==> src/rtl/conv_nm_stream_pkg.sv <==
// Shared types and helpers for the N-sample / M-tap stream convolver.
//   conv_state_t : controller states (LOAD, MAC, OUT).
//   conv_ow()    : full-precision result width for a dw-bit, m-tap dot product.
package conv_pkg;

    typedef enum logic [1:0] {
        LOAD,
        MAC,
        OUT
    } conv_state_t;

    // Worst case magnitude is M * 2^(2*dw-2), which needs 2*dw + clog2(m) bits signed.
    function automatic int conv_ow(input int dw, input int m);
        return 2 * dw + $clog2(m);
    endfunction

endpackage

==> src/rtl/conv_nm_stream_if.sv <==
// Stream bundle for conv_nm_stream: x and f input streams, filter-hold strobe
// and the y output stream.
//   slave  : the convolver side (consumes x/f, produces y).
//   master : the environment side.
interface conv_nm_stream_if
    import conv_pkg::*;
#(
    parameter int DW = 8,
    parameter int M  = 4
);
    localparam int OW = conv_ow(DW, M);

    logic signed [DW-1:0] s_data_x;
    logic                 s_valid_x;
    logic                 s_ready_x;
    logic signed [DW-1:0] s_data_f;
    logic                 s_valid_f;
    logic                 s_ready_f;
    logic                 hold_f;
    logic signed [OW-1:0] m_data_y;
    logic                 m_valid_y;
    logic                 m_ready_y;

    modport slave (
        input  s_data_x, s_valid_x, s_data_f, s_valid_f, hold_f, m_ready_y,
        output s_ready_x, s_ready_f, m_data_y, m_valid_y
    );

    modport master (
        output s_data_x, s_valid_x, s_data_f, s_valid_f, hold_f, m_ready_y,
        input  s_ready_x, s_ready_f, m_data_y, m_valid_y
    );
endinterface

==> src/rtl/conv_nm_stream_mac_p.sv <==
// P-lane signed dot product with accumulator register.
//   clk, reset : clock, synchronous active-high reset (clears acc).
//   clr        : zero the accumulator on the next edge (has priority over en).
//   en         : add sum_k x_slice[k]*f_slice[k] to the accumulator.
//   x_slice/f_slice : P signed samples / coefficients.
//   acc        : accumulator value, OW = conv_ow(DW, M) bits signed.
module conv_mac_p
    import conv_pkg::*;
#(
    parameter int DW = 8,
    parameter int M  = 4,
    parameter int P  = 4
) (
    input  logic                                  clk,
    input  logic                                  reset,
    input  logic                                  clr,
    input  logic                                  en,
    input  logic signed [DW-1:0]                  x_slice [P],
    input  logic signed [DW-1:0]                  f_slice [P],
    output logic signed [conv_ow(DW, M)-1:0]      acc
);
    localparam int OW = conv_ow(DW, M);

    logic signed [2*DW-1:0] prod [P];
    logic signed [OW-1:0]   sum;
    logic signed [OW-1:0]   acc_q, acc_d;

    // Products are sign-extended to the full output width before summing.
    always_comb begin
        sum = '0;
        for (int k = 0; k < P; k++) begin
            prod[k] = (2*DW)'(x_slice[k]) * (2*DW)'(f_slice[k]);
            sum     = sum + OW'(prod[k]);
        end
    end

    always_comb begin
        acc_d = acc_q;
        if (clr) begin
            acc_d = '0;
        end else if (en) begin
            acc_d = acc_q + sum;
        end
    end

    always_ff @(posedge clk) begin
        if (reset) begin
            acc_q <= '0;
        end else begin
            acc_q <= acc_d;
        end
    end

    assign acc = acc_q;
endmodule

==> src/rtl/conv_nm_stream.sv <==
// Parametrised 1-D convolution engine: loads N signed x samples and M signed
// taps over valid/ready streams, then emits y[i] = sum_j x[i+j]*f[j] for
// i = 0..N-M, computing P products per cycle.  hold_f, sampled on the accept
// of the last y, keeps the current taps for the next vector.
//   clk, reset : clock, synchronous active-high reset.
//   bus        : conv_nm_stream_if.slave (x/f input streams, hold_f, y stream).
module conv_nm_stream
    import conv_pkg::*;
#(
    parameter int DW = 8,
    parameter int N  = 8,
    parameter int M  = 4,
    parameter int P  = 4
) (
    input  logic              clk,
    input  logic              reset,
    conv_nm_stream_if.slave   bus
);
    localparam int OW  = conv_ow(DW, M);
    localparam int XIW = (N > 1) ? $clog2(N) : 1;
    localparam int XCW = $clog2(N + 1);
    localparam int FIW = (M > 1) ? $clog2(M) : 1;
    localparam int FCW = $clog2(M + 1);

    localparam logic [XCW-1:0] X_FULL = XCW'(N);
    localparam logic [FCW-1:0] F_FULL = FCW'(M);
    localparam logic [XIW-1:0] I_LAST = XIW'(N - M);
    localparam logic [FIW-1:0] J_LAST = FIW'(M - P);
    localparam logic [FIW-1:0] J_STEP = FIW'(P);

    if (M % P != 0) begin : g_bad_p
        $error("conv_nm_stream: M must be a multiple of P");
    end
    if (N < M) begin : g_bad_n
        $error("conv_nm_stream: N must be at least M");
    end

    conv_state_t          state_q, state_d;
    logic [XCW-1:0]       x_cnt_q, x_cnt_d;
    logic [FCW-1:0]       f_cnt_q, f_cnt_d;
    logic                 f_loaded_q, f_loaded_d;
    logic [XIW-1:0]       i_q, i_d;
    logic [FIW-1:0]       j_q, j_d;

    logic signed [DW-1:0] x_reg [N];
    logic signed [DW-1:0] f_reg [M];

    logic                 acc_clr, acc_en;
    logic signed [DW-1:0] x_slice [P];
    logic signed [DW-1:0] f_slice [P];
    logic signed [OW-1:0] acc;
    logic [XIW-1:0]       base;
    logic                 x_fire, f_fire;

    assign bus.s_ready_x = (state_q == LOAD) && (x_cnt_q < X_FULL);
    assign bus.s_ready_f = (state_q == LOAD) && (f_cnt_q < F_FULL) && !f_loaded_q;
    assign bus.m_valid_y = (state_q == OUT);
    // The accumulator is frozen in OUT, so it doubles as the held result.
    assign bus.m_data_y  = acc;

    assign x_fire = bus.s_valid_x && bus.s_ready_x;
    assign f_fire = bus.s_valid_f && bus.s_ready_f;

    always_comb begin
        state_d    = state_q;
        x_cnt_d    = x_cnt_q;
        f_cnt_d    = f_cnt_q;
        f_loaded_d = f_loaded_q;
        i_d        = i_q;
        j_d        = j_q;
        acc_clr    = 1'b0;
        acc_en     = 1'b0;
        case (state_q)
            LOAD: begin
                if (x_fire) x_cnt_d = x_cnt_q + XCW'(1);
                if (f_fire) f_cnt_d = f_cnt_q + FCW'(1);
                // Decided on registered counts: MAC starts one edge after the last transfer.
                if (x_cnt_q == X_FULL && (f_cnt_q == F_FULL || f_loaded_q)) begin
                    state_d = MAC;
                    i_d     = '0;
                    j_d     = '0;
                    acc_clr = 1'b1;
                end
            end
            MAC: begin
                acc_en = 1'b1;
                if (j_q == J_LAST) begin
                    state_d = OUT;
                end else begin
                    j_d = j_q + J_STEP;
                end
            end
            OUT: begin
                if (bus.m_ready_y) begin
                    if (i_q == I_LAST) begin
                        state_d = LOAD;
                        x_cnt_d = '0;
                        if (bus.hold_f) begin
                            f_loaded_d = 1'b1;
                        end else begin
                            f_cnt_d    = '0;
                            f_loaded_d = 1'b0;
                        end
                    end else begin
                        state_d = MAC;
                        i_d     = i_q + XIW'(1);
                        j_d     = '0;
                        acc_clr = 1'b1;
                    end
                end
            end
            default: state_d = LOAD;
        endcase
    end

    always_ff @(posedge clk) begin
        if (reset) begin
            state_q    <= LOAD;
            x_cnt_q    <= '0;
            f_cnt_q    <= '0;
            f_loaded_q <= 1'b0;
            i_q        <= '0;
            j_q        <= '0;
        end else begin
            state_q    <= state_d;
            x_cnt_q    <= x_cnt_d;
            f_cnt_q    <= f_cnt_d;
            f_loaded_q <= f_loaded_d;
            i_q        <= i_d;
            j_q        <= j_d;
        end
    end

    // Sample storage needs no reset: the counters decide what is valid.
    always_ff @(posedge clk) begin
        if (x_fire) x_reg[x_cnt_q[XIW-1:0]] <= bus.s_data_x;
        if (f_fire) f_reg[f_cnt_q[FIW-1:0]] <= bus.s_data_f;
    end

    // i+j+k stays below N and j+k below M for every reachable (i, j).
    always_comb begin
        base = i_q + XIW'(j_q);
        for (int k = 0; k < P; k++) begin
            x_slice[k] = x_reg[base + XIW'(k)];
            f_slice[k] = f_reg[j_q + FIW'(k)];
        end
    end

    conv_mac_p #(.DW(DW), .M(M), .P(P)) u_mac (
        .clk     (clk),
        .reset   (reset),
        .clr     (acc_clr),
        .en      (acc_en),
        .x_slice (x_slice),
        .f_slice (f_slice),
        .acc     (acc)
    );
endmodule

==> src/flat_wrapper.sv <==
// flat-port wrapper written by rule: the top's interface ports become plain ports
module conv_nm_stream_flat import conv_pkg::*;
#(
    parameter int DW = 8,
    parameter int N  = 8,
    parameter int M  = 4,
    parameter int P  = 4
)
  (clk, reset, bus_s_data_x, bus_s_valid_x, bus_s_data_f, bus_s_valid_f, bus_hold_f, bus_m_ready_y, bus_s_ready_x, bus_s_ready_f, bus_m_data_y, bus_m_valid_y);
  conv_nm_stream_if #(.DW(DW), .M(M)) bus_i ();
  input  logic clk;
  input  logic reset;
  input wire logic [$bits(bus_i.s_data_x)-1:0] bus_s_data_x;
  input wire logic [$bits(bus_i.s_valid_x)-1:0] bus_s_valid_x;
  input wire logic [$bits(bus_i.s_data_f)-1:0] bus_s_data_f;
  input wire logic [$bits(bus_i.s_valid_f)-1:0] bus_s_valid_f;
  input wire logic [$bits(bus_i.hold_f)-1:0] bus_hold_f;
  input wire logic [$bits(bus_i.m_ready_y)-1:0] bus_m_ready_y;
  output wire logic [$bits(bus_i.s_ready_x)-1:0] bus_s_ready_x;
  output wire logic [$bits(bus_i.s_ready_f)-1:0] bus_s_ready_f;
  output wire logic [$bits(bus_i.m_data_y)-1:0] bus_m_data_y;
  output wire logic [$bits(bus_i.m_valid_y)-1:0] bus_m_valid_y;
  assign bus_i.s_data_x = bus_s_data_x;
  assign bus_i.s_valid_x = bus_s_valid_x;
  assign bus_i.s_data_f = bus_s_data_f;
  assign bus_i.s_valid_f = bus_s_valid_f;
  assign bus_i.hold_f = bus_hold_f;
  assign bus_i.m_ready_y = bus_m_ready_y;
  assign bus_s_ready_x = bus_i.s_ready_x;
  assign bus_s_ready_f = bus_i.s_ready_f;
  assign bus_m_data_y = bus_i.m_data_y;
  assign bus_m_valid_y = bus_i.m_valid_y;
  conv_nm_stream #(.DW(DW), .N(N), .M(M), .P(P)) u_core (.clk(clk), .reset(reset), .bus(bus_i));
endmodule
==> config.mk <==
export PLATFORM = sky130hd
export DESIGN_NAME = conv_nm_stream_flat
export DESIGN_NICKNAME = d
export VERILOG_FILES = /design/src/rtl/conv_nm_stream_pkg.sv /design/src/rtl/conv_nm_stream_if.sv /design/src/rtl/conv_nm_stream_mac_p.sv /design/src/rtl/conv_nm_stream.sv /design/src/flat_wrapper.sv
export SDC_FILE = /design/constraint.sdc
export NUM_CORES = 1
export LEC_CHECK = 0
export BUFFER_PORTS_ARGS = -buffer_cell sky130_fd_sc_hd__buf_4
export CORE_MARGIN = 2
export CORE_UTILIZATION = 45
export DETAILED_ROUTE_END_ITERATION = 10
export SETUP_SLACK_MARGIN = 0.4
export SLEW_MARGIN = 20
export SYNTH_ARGS = -nofsm -noshare
export SYNTH_HDL_FRONTEND = slang
export SYNTH_SLANG_ARGS = --single-unit
==> constraint.sdc <==
create_clock -name clk -period 9.24 [get_ports clk]
set_input_delay 1.848 -clock clk [delete_from_list [all_inputs] [get_ports clk]]
set_output_delay 1.848 -clock clk [all_outputs]
set_load 0.02 [all_outputs]
# Word level (Yosys, flattened, before mapping)
# Memories as Yosys holds them, arrays and structs flattened. A register that Yosys moved wholly into a read port is not among the register bits.
# Cells that the tools add are included.
# op_classes
order_cmp	2
n_mul	4
mux	34
n_eq_ne	13
reduce_logical	17
n_addsub	14
# op_table
op	n
$mul 8x8->16	4
$mux 3	7
$add 17x16->18	1
$add 18x16->18	1
$add 18x18->18	1
$add 16x16->17	1
$mux 2	8
$mux 4	3
$pmux 3 s2	2
$mux 1	10
$add 3x1->3 const B	3
$ne 2x1->1 const B	4
$ne 2x2->1 const B	4
$pmux 4 s2	1
$reduce_and 4->1	2
$add 3x2->3 const B	2
$eq 3x3->1 const B	2
$logic_and 1x1->1	6
$pmux 2 s3	1
$reduce_and 3->1	2
$reduce_and 5->1	1
$add 2x2->2 const B	2
$add 4x1->4 const B	1
$eq 4x4->1 const B	1
13 further kinds	14
# totals
ff_bits	33
wordCells	93
ram_bits	96
n_memories	2
out_inout_bits	21
# memory_table
name	words	word_bits	rd	rd_ports_with_merged_regs	write_ports	line	rtl
u_core.x_reg	8	8	4	0	1	conv_nm_stream.sv:45	logic signed [DW-1:0] x_reg [N];
u_core.f_reg	4	8	4	1	1	conv_nm_stream.sv:46	logic signed [DW-1:0] f_reg [M];

# Logic depth before layout (Yosys ltp)
# An unclocked memory read counts as a cell.
# depth
ltp_word	8
depth_mapped	33
ltp_nobuf	30

# Cells and area by module
# A second synthesis with hierarchy kept.
# hier_totals
cells_unflattened	1573
area_unflattened_um2	17399.2
# modules_own_cells
module	cells_each	n_inst	area_per_inst_um2
conv_mac_p	1236	1	12136.6
conv_nm_stream	337	1	5262.5

# Worst setup path before layout
# No wires, ideal clock.
# synth_path
path_kind	reg2reg
start	register u_core.i_q[0]
end	register u_core.u_mac.acc_q[17], in the netlist u_core.u_mac.acc[17]
stages_incl_launch_ff	29
arrival_ns	7.818
setup_time_ns	0.123
path_slack_ns	1.299
cell_sequence	dfxtp_1 buf_6 buf_6 buf_6 inv_1 ha_1 xnor2_4 mux4_2 and2_1 fa_1 fa_1 inv_1 fa_1 inv_1 fa_1 fa_1 fa_1 fa_1 inv_1 fa_1 inv_1 ha_1 o21ai_1 o21ba_4 o31ai_4 o22ai_2 xnor2_1 nand3_1 nor3b_2
# synth_between
elab_chain_len	8
# synth_rtl
item	line	rtl
start, declared	conv_nm_stream.sv:42	logic [XIW-1:0] i_q, i_d;
start signal, assigned	conv_nm_stream.sv:129	i_q <= i_d;
$add 3x2->3	conv_nm_stream.sv:142	base = i_q + XIW'(j_q);
$add 3x1->3	conv_nm_stream.sv:144	x_slice[k] = x_reg[base + XIW'(k)];
$mem_v2 8x8	-	
$mul 8x8->16	conv_nm_stream_mac_p.sv:32	prod[k] = (2*DW)'(x_slice[k]) * (2*DW)'(f_slice[k]);
$add 16x16->17	conv_nm_stream_mac_p.sv:33	sum = sum + OW'(prod[k]);
$add 17x16->18	conv_nm_stream_mac_p.sv:33	
$add 18x16->18	conv_nm_stream_mac_p.sv:33	
$add 18x18->18	conv_nm_stream_mac_p.sv:42	acc_d = acc_q + sum;
end signal, assigned	conv_nm_stream_mac_p.sv:48	acc_q <= '0;
end signal, assigned	conv_nm_stream_mac_p.sv:50	acc_q <= acc_d;
end, declared	conv_nm_stream_mac_p.sv:26	logic signed [OW-1:0] acc_q, acc_d;
# Parallel ways exist; a longest one is shown, timed or not.
# A chain may end at the register's enable or synchronous reset.

# Final worst setup path
# Same ends and word-level chain as after synthesis.

==> metrics.yaml <==
min_from: "u_core.i_q[1]"
layout.nets: 2096
ant_nets: 0
io_buffers: 42
clk_pin_slew_worst_paths_ns: 0.07
multi_input_area_um2: 12300
cp.arrival_ns: 8.73
use_met2_pct: 36.9
cp-end-kind: "flop"
ctsLongestPathBuffers: 2
syn-cell-area_um2: 17500
drtIter0Drc: 632
insertedDiodeCount: 0
ys_warn_count: 0
grtUsageMet3_pct: 3.56
htreeDepth: 4
grt_pass1_wl_um: 67600
cts_sinks: 127
synth_cell_types: 63
initial_core_util_pct: 45.5
hpwl_um: 35400
io_pins: 43
finClkSkew_ns: 0.0107
critPathLaunchType: "flop"
regArea_um2: 3510
area_growth_pct: 8.91
grt_start_max_net_pins: 49
worst_pin_slew_ns: 1.01
place_inst: 2123
r2r_start: "u_core.i_q[0]"
max_stage_delay_ns: 0.67
globalplace.congestion: 0.870
r2r_end: "u_core.u_mac.acc[17]"
setup_ws_ns: 0.837
vias_per_cell: 5.02
status: "finished, final reports clean"
cap_violations: 0
crit_type: "reg2reg"
crit_end: "u_core.u_mac.acc[17]"
die_area_um2: 40500
cts_tree: "yes"
grt_usage_pct: 22.2
via_count: 10800
fmax_mhz: 119
yosysTopAreaCell: "fa_1"
ys_seq_area_share_pct: 20.0
ys_ff_latch: 127
clock_latency_ns: 0.45
met1_usage_pct: 30.2
synth_top_area_share_pct: 39.1
n_fill_cell: 3533
finalCritPeriodShare_pct: 90.9
synth_area_leaders: "fa_1, edfxtp_1, inv_1, ha_1, mux4_2"
crit_required_ns: 9.57
gr-total-overflow: 0
core_um2: 38500
layout-drive-gt1-share_pct: 9.63
antenna_found_initial: 0
rsz0062_at_grt: "false"
async_flop_share_pct: 0
largest_reg_flops: 64
syn_area_per_cell_um2: 11.1
hold_path.class: "reg2reg"
path_max_fanout: 21
syn-num-nets: 2042
syn_inst: 1574
hold_viol: 0
std_cell_rows: 72
wl_per_cell_um: 19.0
route.final.wire_length_um: 41100
first_global_vias: 11900
finalCriticalPeriod_ns: 8.40
numCtsBuffers: 17
die_x_um: 201
ctsHoldBuffers: 0
cts_root_buf: "clkbuf_16"
die_h_um: 201
pre_cts_slack_ns: 0.661
cpMostUsedCell: "fa_1"
maxSlewHeadroom_pct: 32.5
synth_top_flop_cell: "edfxtp_1"
fin_tns_setup_ns: 0
instances_no_fill: 2159
synth_edf_count: 96
crit_start: "u_core.i_q[0]"
rrSetupSlack_ns: 0.84
grt-busiest-layer: "met2"
worstRegToRegCells: 26
drcViolationCount: 0
finalMaxSlewViolations: 0
setup_viol: 0
fin_util_pct: 49.5
critical-path-slowest-cell: "mux4_2"
drt-pass1-iter-count: 5
==> worst min path at each step <==
stage / endpoint / slack (ns) / cells after the start
global placement: u_core.i_q[1] / 0.46 / 2
floorplan: u_core.x_cnt_q[0] / 0.47 / 2
global route: u_core.u_mac.acc[3] / 0.50 / 2
finish: u_core.i_q[1] / 0.47 / 2
CTS: u_core.i_q[1] / 0.48 / 2
detailed placement: u_core.i_q[1] / 0.47 / 2
==> cell type report <==
cell class              instances  area share [%]
multi-input cells            1019            64.7
flip-flops and latches        127            18.4
inverters                     405            8.01
well taps                     518            3.40
repair buffers                 58            2.37
clock buffers                  21            2.31
clock inverters                11           0.834
==> per-stage QoR <==
stage	instance area [µm²]	hold slack, ns
after floorplan	17500	0.467
after global placement	18400	0.463
after detailed placement	18400	0.472
after CTS	19000	0.481
after global routing	19000	0.501
final	19000	0.474
==> per-layer routing <==
layer  part of all wire, %  vias up
li1                      -     4934
met1                    44     5644
met5                     0        -
met2                    50      223
met4                   2.3        0
met3                   4.3       32
==> Yosys cell counts, types with 11 or more instances <==
master / count
inv_1: 400
nand2_1: 133
edfxtp_1: 96
a21oi_1: 22
fa_1: 342
nor2b_1: 61
ha_1: 104
mux4_2: 30
mux2i_1: 35
mux2_2: 11
mux2_1: 15
dfxtp_1: 31
and2_1: 57
nand2b_1: 37
nor2_1: 40
xnor2_1: 27
==> layout by cell type, fill, tap and decap left out, types with 11 or more instances in the layout <==
cell type,n
inv_1,400
fa_1,342
nand2_1,133
ha_1,103
edfxtp_1,96
nor2b_1,61
and2_1,57
buf_4,56
nor2_1,40
nand2b_1,37
mux2i_1,35
mux4_2,30
dfxtp_1,30
xnor2_1,27
a21oi_1,22
clkbuf_16,17
mux2_1,15
mux2_2,11
==> what timing repair did <==
| action | 4_1_cts | 5_1_grt |
|---|---|---|
| endpoints found under the setup margin | 0 | 5 |
| buffers inserted | 0 | 4 |
| resized for setup | 0 | 5 |
==> critical path, delay by kind of cell, from the launching register on <==
family	cells	cell delay, ns
fa+ha+maj	10	4.80
buf+inv	6	0.56
compound gates	4	0.90
flops	1	0.54
simple gates	3	0.49
mux	1	0.67
xor+xnor	2	0.32
==> logic make-up (layout without fill, tap and decap cells) <==
| kind of cell | count (synthesis) | count (layout) | synth area share (%) |
|---|---|---|---|
| and+or+nand+nor | 367 | 367 | 10.8 |
| DFF | 127 | 127 | 20.0 |
| muxes | 97 | 97 | 8.05 |
| buffers and inverters | 428 | 495 | 9.61 |
| xor gates and xnor gates | 34 | 34 | 1.92 |
| adders and majority gates | 446 | 446 | 46.6 |
| AOI/OAI and AO/OA | 75 | 75 | 3.00 |
Power is left out: the tool's default activity adds up to more than one toggle a clock period on the data nets, which glitch-free logic cannot reach.
